==> config.mk <==
export PLATFORM = sky130hd
export DESIGN_NAME = id_ex_reg
export DESIGN_NICKNAME = d
export VERILOG_FILES = /design/src/rtl/id_ex_reg.sv
export SDC_FILE = /design/constraint.sdc
export NUM_CORES = 1
export LEC_CHECK = 0
export ABC_AREA = 1
export BUFFER_PORTS_ARGS = -buffer_cell sky130_fd_sc_hd__buf_2
export CORE_AREA = 2 2 157 159
export CTS_BUF_LIST = sky130_fd_sc_hd__clkbuf_8
export DETAILED_ROUTE_END_ITERATION = 7
export DIE_AREA = 0 0 159 161
export GPL_TIMING_DRIVEN = 0
export PLACE_DENSITY = 0.67
export SYNTH_ARGS = -nofsm -noshare
export SYNTH_HDL_FRONTEND = slang
export SYNTH_SLANG_ARGS = --single-unit
==> constraint.sdc <==
create_clock -name clk -period 1.96 [get_ports clk]
set_clock_uncertainty 0.2 [all_clocks]
set_input_delay 0.294 -clock clk [delete_from_list [all_inputs] [get_ports clk]]
set_output_delay 0.294 -clock clk [all_outputs]
set_load 0.1 [all_outputs]
==> src/rtl/id_ex_reg.sv <==
// ID/EX pipeline register. It forwards ALU operands from EX/MEM and MEM/WB,
// detects load-use hazards, and turns flush, reset and hazard cycles into bubbles.
module id_ex_reg #(
    parameter int DATA_W = 32,
    parameter int ADDR_W = 32,
    parameter int CTRL_W = 4,
    parameter int REG_W  = 5
) (
    input  logic              clk,
    input  logic              rst,
    input  logic              id_valid,
    input  logic [ADDR_W-1:0] id_pc,
    input  logic [DATA_W-1:0] id_rs1_data,
    input  logic [DATA_W-1:0] id_rs2_data,
    input  logic [DATA_W-1:0] id_imm,
    input  logic [REG_W-1:0]  id_rs1,
    input  logic [REG_W-1:0]  id_rs2,
    input  logic [REG_W-1:0]  id_rd,
    input  logic [CTRL_W-1:0] id_alu_control,
    input  logic              id_alu_src,
    input  logic              id_reg_write,
    input  logic              id_mem_read,
    input  logic              id_mem_write,
    input  logic              id_branch,
    input  logic              flush,
    input  logic              stall,
    input  logic              exmem_reg_write,
    input  logic [REG_W-1:0]  exmem_rd,
    input  logic [DATA_W-1:0] exmem_data,
    input  logic              memwb_reg_write,
    input  logic [REG_W-1:0]  memwb_rd,
    input  logic [DATA_W-1:0] memwb_data,
    output logic              ex_valid,
    output logic [ADDR_W-1:0] ex_pc,
    output logic [CTRL_W-1:0] ex_alu_control,
    output logic [DATA_W-1:0] ex_imm,
    output logic [DATA_W-1:0] input_data_1,
    output logic [DATA_W-1:0] input_data_2,
    output logic [DATA_W-1:0] ex_store_data,
    output logic [REG_W-1:0]  ex_rd,
    output logic              ex_reg_write,
    output logic              ex_mem_read,
    output logic              ex_mem_write,
    output logic              ex_branch,
    output logic              load_use_stall
);

    typedef struct packed {
        logic              valid;
        logic [ADDR_W-1:0] pc;
        logic [DATA_W-1:0] rs1_data;
        logic [DATA_W-1:0] rs2_data;
        logic [DATA_W-1:0] imm;
        logic [REG_W-1:0]  rs1;
        logic [REG_W-1:0]  rs2;
        logic [REG_W-1:0]  rd;
        logic [CTRL_W-1:0] alu_control;
        logic              alu_src;
        logic              reg_write;
        logic              mem_read;
        logic              mem_write;
        logic              branch;
    } stage_t;

    stage_t q;
    stage_t captured;
    logic [DATA_W-1:0] fwd_rs1;
    logic [DATA_W-1:0] fwd_rs2;

    // A non-valid ID slot must never write state, so its side-effect controls are masked.
    always_comb begin
        captured             = '0;
        captured.valid       = id_valid;
        captured.pc          = id_pc;
        captured.rs1_data    = id_rs1_data;
        captured.rs2_data    = id_rs2_data;
        captured.imm         = id_imm;
        captured.rs1         = id_rs1;
        captured.rs2         = id_rs2;
        captured.rd          = id_rd;
        captured.alu_control = id_alu_control;
        captured.alu_src     = id_alu_src;
        captured.reg_write   = id_reg_write & id_valid;
        captured.mem_read    = id_mem_read  & id_valid;
        captured.mem_write   = id_mem_write & id_valid;
        captured.branch      = id_branch    & id_valid;
    end

    always_comb begin
        load_use_stall = id_valid & q.valid & q.mem_read & (q.rd != '0) &
                         ((q.rd == id_rs1) | (q.rd == id_rs2));
    end

    always_ff @(posedge clk) begin
        if (rst) begin
            q <= '0;
        end else if (flush) begin
            q <= '0;
        end else if (stall) begin
            q <= q;
        end else if (load_use_stall) begin
            q <= '0;
        end else begin
            q <= captured;
        end
    end

    // EX/MEM holds the younger result, so it takes priority over MEM/WB.
    always_comb begin
        fwd_rs1 = q.rs1_data;
        if (exmem_reg_write && (exmem_rd != '0) && (exmem_rd == q.rs1)) begin
            fwd_rs1 = exmem_data;
        end else if (memwb_reg_write && (memwb_rd != '0) && (memwb_rd == q.rs1)) begin
            fwd_rs1 = memwb_data;
        end
    end

    always_comb begin
        fwd_rs2 = q.rs2_data;
        if (exmem_reg_write && (exmem_rd != '0) && (exmem_rd == q.rs2)) begin
            fwd_rs2 = exmem_data;
        end else if (memwb_reg_write && (memwb_rd != '0) && (memwb_rd == q.rs2)) begin
            fwd_rs2 = memwb_data;
        end
    end

    assign input_data_1   = fwd_rs1;
    assign input_data_2   = q.alu_src ? q.imm : fwd_rs2;
    assign ex_store_data  = fwd_rs2;
    assign ex_valid       = q.valid;
    assign ex_pc          = q.pc;
    assign ex_alu_control = q.alu_control;
    assign ex_imm         = q.imm;
    assign ex_rd          = q.rd;
    assign ex_reg_write   = q.reg_write;
    assign ex_mem_read    = q.mem_read;
    assign ex_mem_write   = q.mem_write;
    assign ex_branch      = q.branch;

endmodule

==> results.md <==
* Post-DP HPWL at 29000 um
* FF-to-FF path depth at 10
* CTS tree: built
* Crit start category: flop
* Synthesized area per cell at between 6 and 7 sq um
* Critical Path RT at 1.47 ns
* Final setup fails at 99
* Worst VDD drop at about 0.00045 V
* CP Max Fanout at 10
* CTS buffer count at 17
* Failing checks: negative setup slack
* Placed cell area at ~12000 sq um
* Async SR Flop Fraction at 0
* Maxcap violations at 0
* R2R Path Start: ex_rd[1]
* Post-route cell area at around 18000 sq um
* Min cycle time layout at 2.71 ns
* Worst slew pin tran at just over 0.8 ns
* Core area at 24000 sq um
* Synth warn at 0
* Clk sinks at 153
* WL per Instance at 20.3 um
* Most common cell in the netlist: nand2_1
* Synth Register Bits at 153
* Reg clk slew, reported paths at roughly 0.1 ns
* Die height at roughly 160 um
* Setup TNS at -64.24 ns
* Routed vias at 12400
* Clock Tree Buf Depth at 2
* Router iterations before antenna repair at 5
* Post-synth top cells: 349 x nand2_1, 153 x dfxtp_1, 152 x nand3_1
* Sequential share of the synthesized area at 0.334
* RSZ-0062 raised after global routing: yes
* Worst hold slack at slightly below 0.02 ns
* Largest area contributor in the netlist: dfxtp_1
* Vias in the first global route at 12300
* Initial core utilization at 0.383
* Placer Congestion at 0.924
* Root Buffer Master: clkbuf_8
* Final Max Tran Viols at 0
* Post-placement cell count at about 2100
* Num rows at 57
* Synth Instances at between 1000 and 1500
* Fmax at about 370 MHz
* Hold path depth at 5
* Worst skew pair latency at 0.47 ns
* Number of distinct library cells after synthesis at 29
* GR Util All Layers at 0.327
* Nets at 2192
* Cell Count, Final, Fillers Out at between 2000 and 2500
* Htree depth at 4
* Via density at around 5.4
* Status: finished with violations
* Die ar. at ~26000 sq um
* Crit end category: primary output
* Layout area overhead at 93.8%
* Max-slew headroom at 0.458
* Net count after synthesis at between 1500 and 2000
* CP Class: flop to primary output
* Hold path endpoint: ex_mem_read
* HP Class: input port to flop
* WL final at approximately 47000 um
* Reg-to-Reg End: q[79]
* Top FF cell, synth: dfxtp_1
* Final period utilization at 1.38
* Initial drt markers at 1035
* Number of top-level pins at around 400
* Largest net degree at the start of global routing at 19
* Post-synth EDFFs at 0
* R2R Setup Slk at around 0.070 ns
* Synth top area share at 0.334
* Share of cells above drive strength 1 at 0.496
* Final worst-path setup slack at -0.751 ns
* Crit. Startpoint: q[14]
* Antenna viol nets, final at 0
* Chip width at approximately 160 um
* Gr ovfl total at 0
* Top post-synthesis cells by area: dfxtp_1 33%, nand2_1 14%, nand3_1 8.3%
* Hold Crit Start: id_valid
* Mapped Area at approximately 9000 sq um
* First-pass GRT wire length at between 60000 and 70000 um
* Detailed-route DRC error count at 0
* Initial antenna violation count at 6
* Static leakage at 8.20 nW
* CP Data Arrival Time at roughly 2.2 ns
* IO Port Bufs at about 410
* Final hold violations at 0
* PD cells at about 570 nW/um^2
repair_timing:
action,in CTS,in global routing
gates cloned,5,1
setup buffers,19,10
gates resized for setup,680,155
hold buffers,153,0
pin swaps,36,51
hold endpoints to repair,153,0
endpoints found under the setup margin,158,156
how the worst max path moves through the flow:
stage / end / slack (ns) / cells past startpoint
2_1_floorplan: load_use_stall / -0.14 / 6
3_3_place_gp: input_data_2[23] / -1.10 / 9
3_5_place_dp: input_data_2[23] / -1.08 / 9
4_1_cts: input_data_1[14] / -0.72 / 10
5_1_grt: ex_store_data[23] / -0.82 / 7
6_report: ex_store_data[23] / -0.75 / 8
flip-flops by register name, indices dropped and copies added (netlist names), 4 cells and up:
| signal | count |
|---|---|
| ex_pc | 32 |
| q | 75 |
| ex_alu_control | 4 |
| ex_imm | 32 |
| ex_rd | 5 |
metrics by stage:
stage               setup WS, ns  power, W   util
floorplan                 -0.141   0.00562      -
global placement           -1.10   0.00632  0.507
detailed placement         -1.08   0.00633  0.507
CTS                       -0.722    0.0100  0.706
global route              -0.823    0.0105  0.742
finish                    -0.751    0.0102  0.742
placed cells by master (no fill, tap or decap), types with 17 or more instances in the layout:
master / n
buf_2: 310
nand2_1: 213
o21ai_0: 133
inv_1: 51
clkbuf_8: 17
dfxtp_1: 136
nand2_2: 59
dlygate4sd3_1: 153
nand3_2: 60
a21oi_2: 29
clkbuf_1: 47
buf_8: 19
a21oi_1: 124
buf_12: 107
nand3_4: 50
buf_4: 102
nand3b_1: 65
nand3_1: 42
nand2_4: 107
and2_4: 32
where the power goes:
group / switching [W] / leakage (nW) / internal (W)
sequential: 0.000107 / 1.26 / 0.00323
combinational: 0.00258 / 6.72 / 0.00147
clock: 0.00151 / 0.222 / 0.00132
cell families (layout without fill, tap and decap cells):
| kind of cell | after synthesis | after routing | synth area share |
|---|---|---|---|
| and+or+nand+nor | 653 | 653 | 0.336 |
| xor gates and xnor gates | 22 | 22 | 0.0210 |
| DFF | 153 | 153 | 0.334 |
| other | 0 | 5 | 0 |
| buffers and inverters | 234 | 857 | 0.140 |
| AOI/OAI and AO/OA | 287 | 287 | 0.169 |
area by class of cell:
cell class | count | area [sq um]
multi-input combinational | 962 | 6850
timing repair buffer | 595 | 5470
clock inverter | 15 | 208
antenna | 5 | 12.5
fill | 1655 | 6180
tap | 324 | 405
inverter | 56 | 219
sequential | 153 | 3100
clock buffer | 17 | 234
buffer | 174 | 1290
per-layer routing:
| metal | part of all wire | up-vias | GRT usage |
|---|---|---|---|
| met1 | 0.36 | 5888 | 0.375 |
| li1 | - | 5598 | - |
| met3 | 0.082 | 190 | 0.0734 |
| met5 | 0.00058 | - | 0 |
| met2 | 0.50 | 759 | 0.569 |
| met4 | 0.050 | 4 | 0.179 |
critical path, cell delays in order (launching register included):
cell	delay, ns
dfxtp_4	0.37
xnor2_1	0.15
nand2_1	0.13
nor3_4	0.17
buf_12	0.16
buf_6	0.16
nand3b_1	0.20
and2_4	0.24
buf_12	0.16
Note: power is estimated with default switching activity, not from simulation.
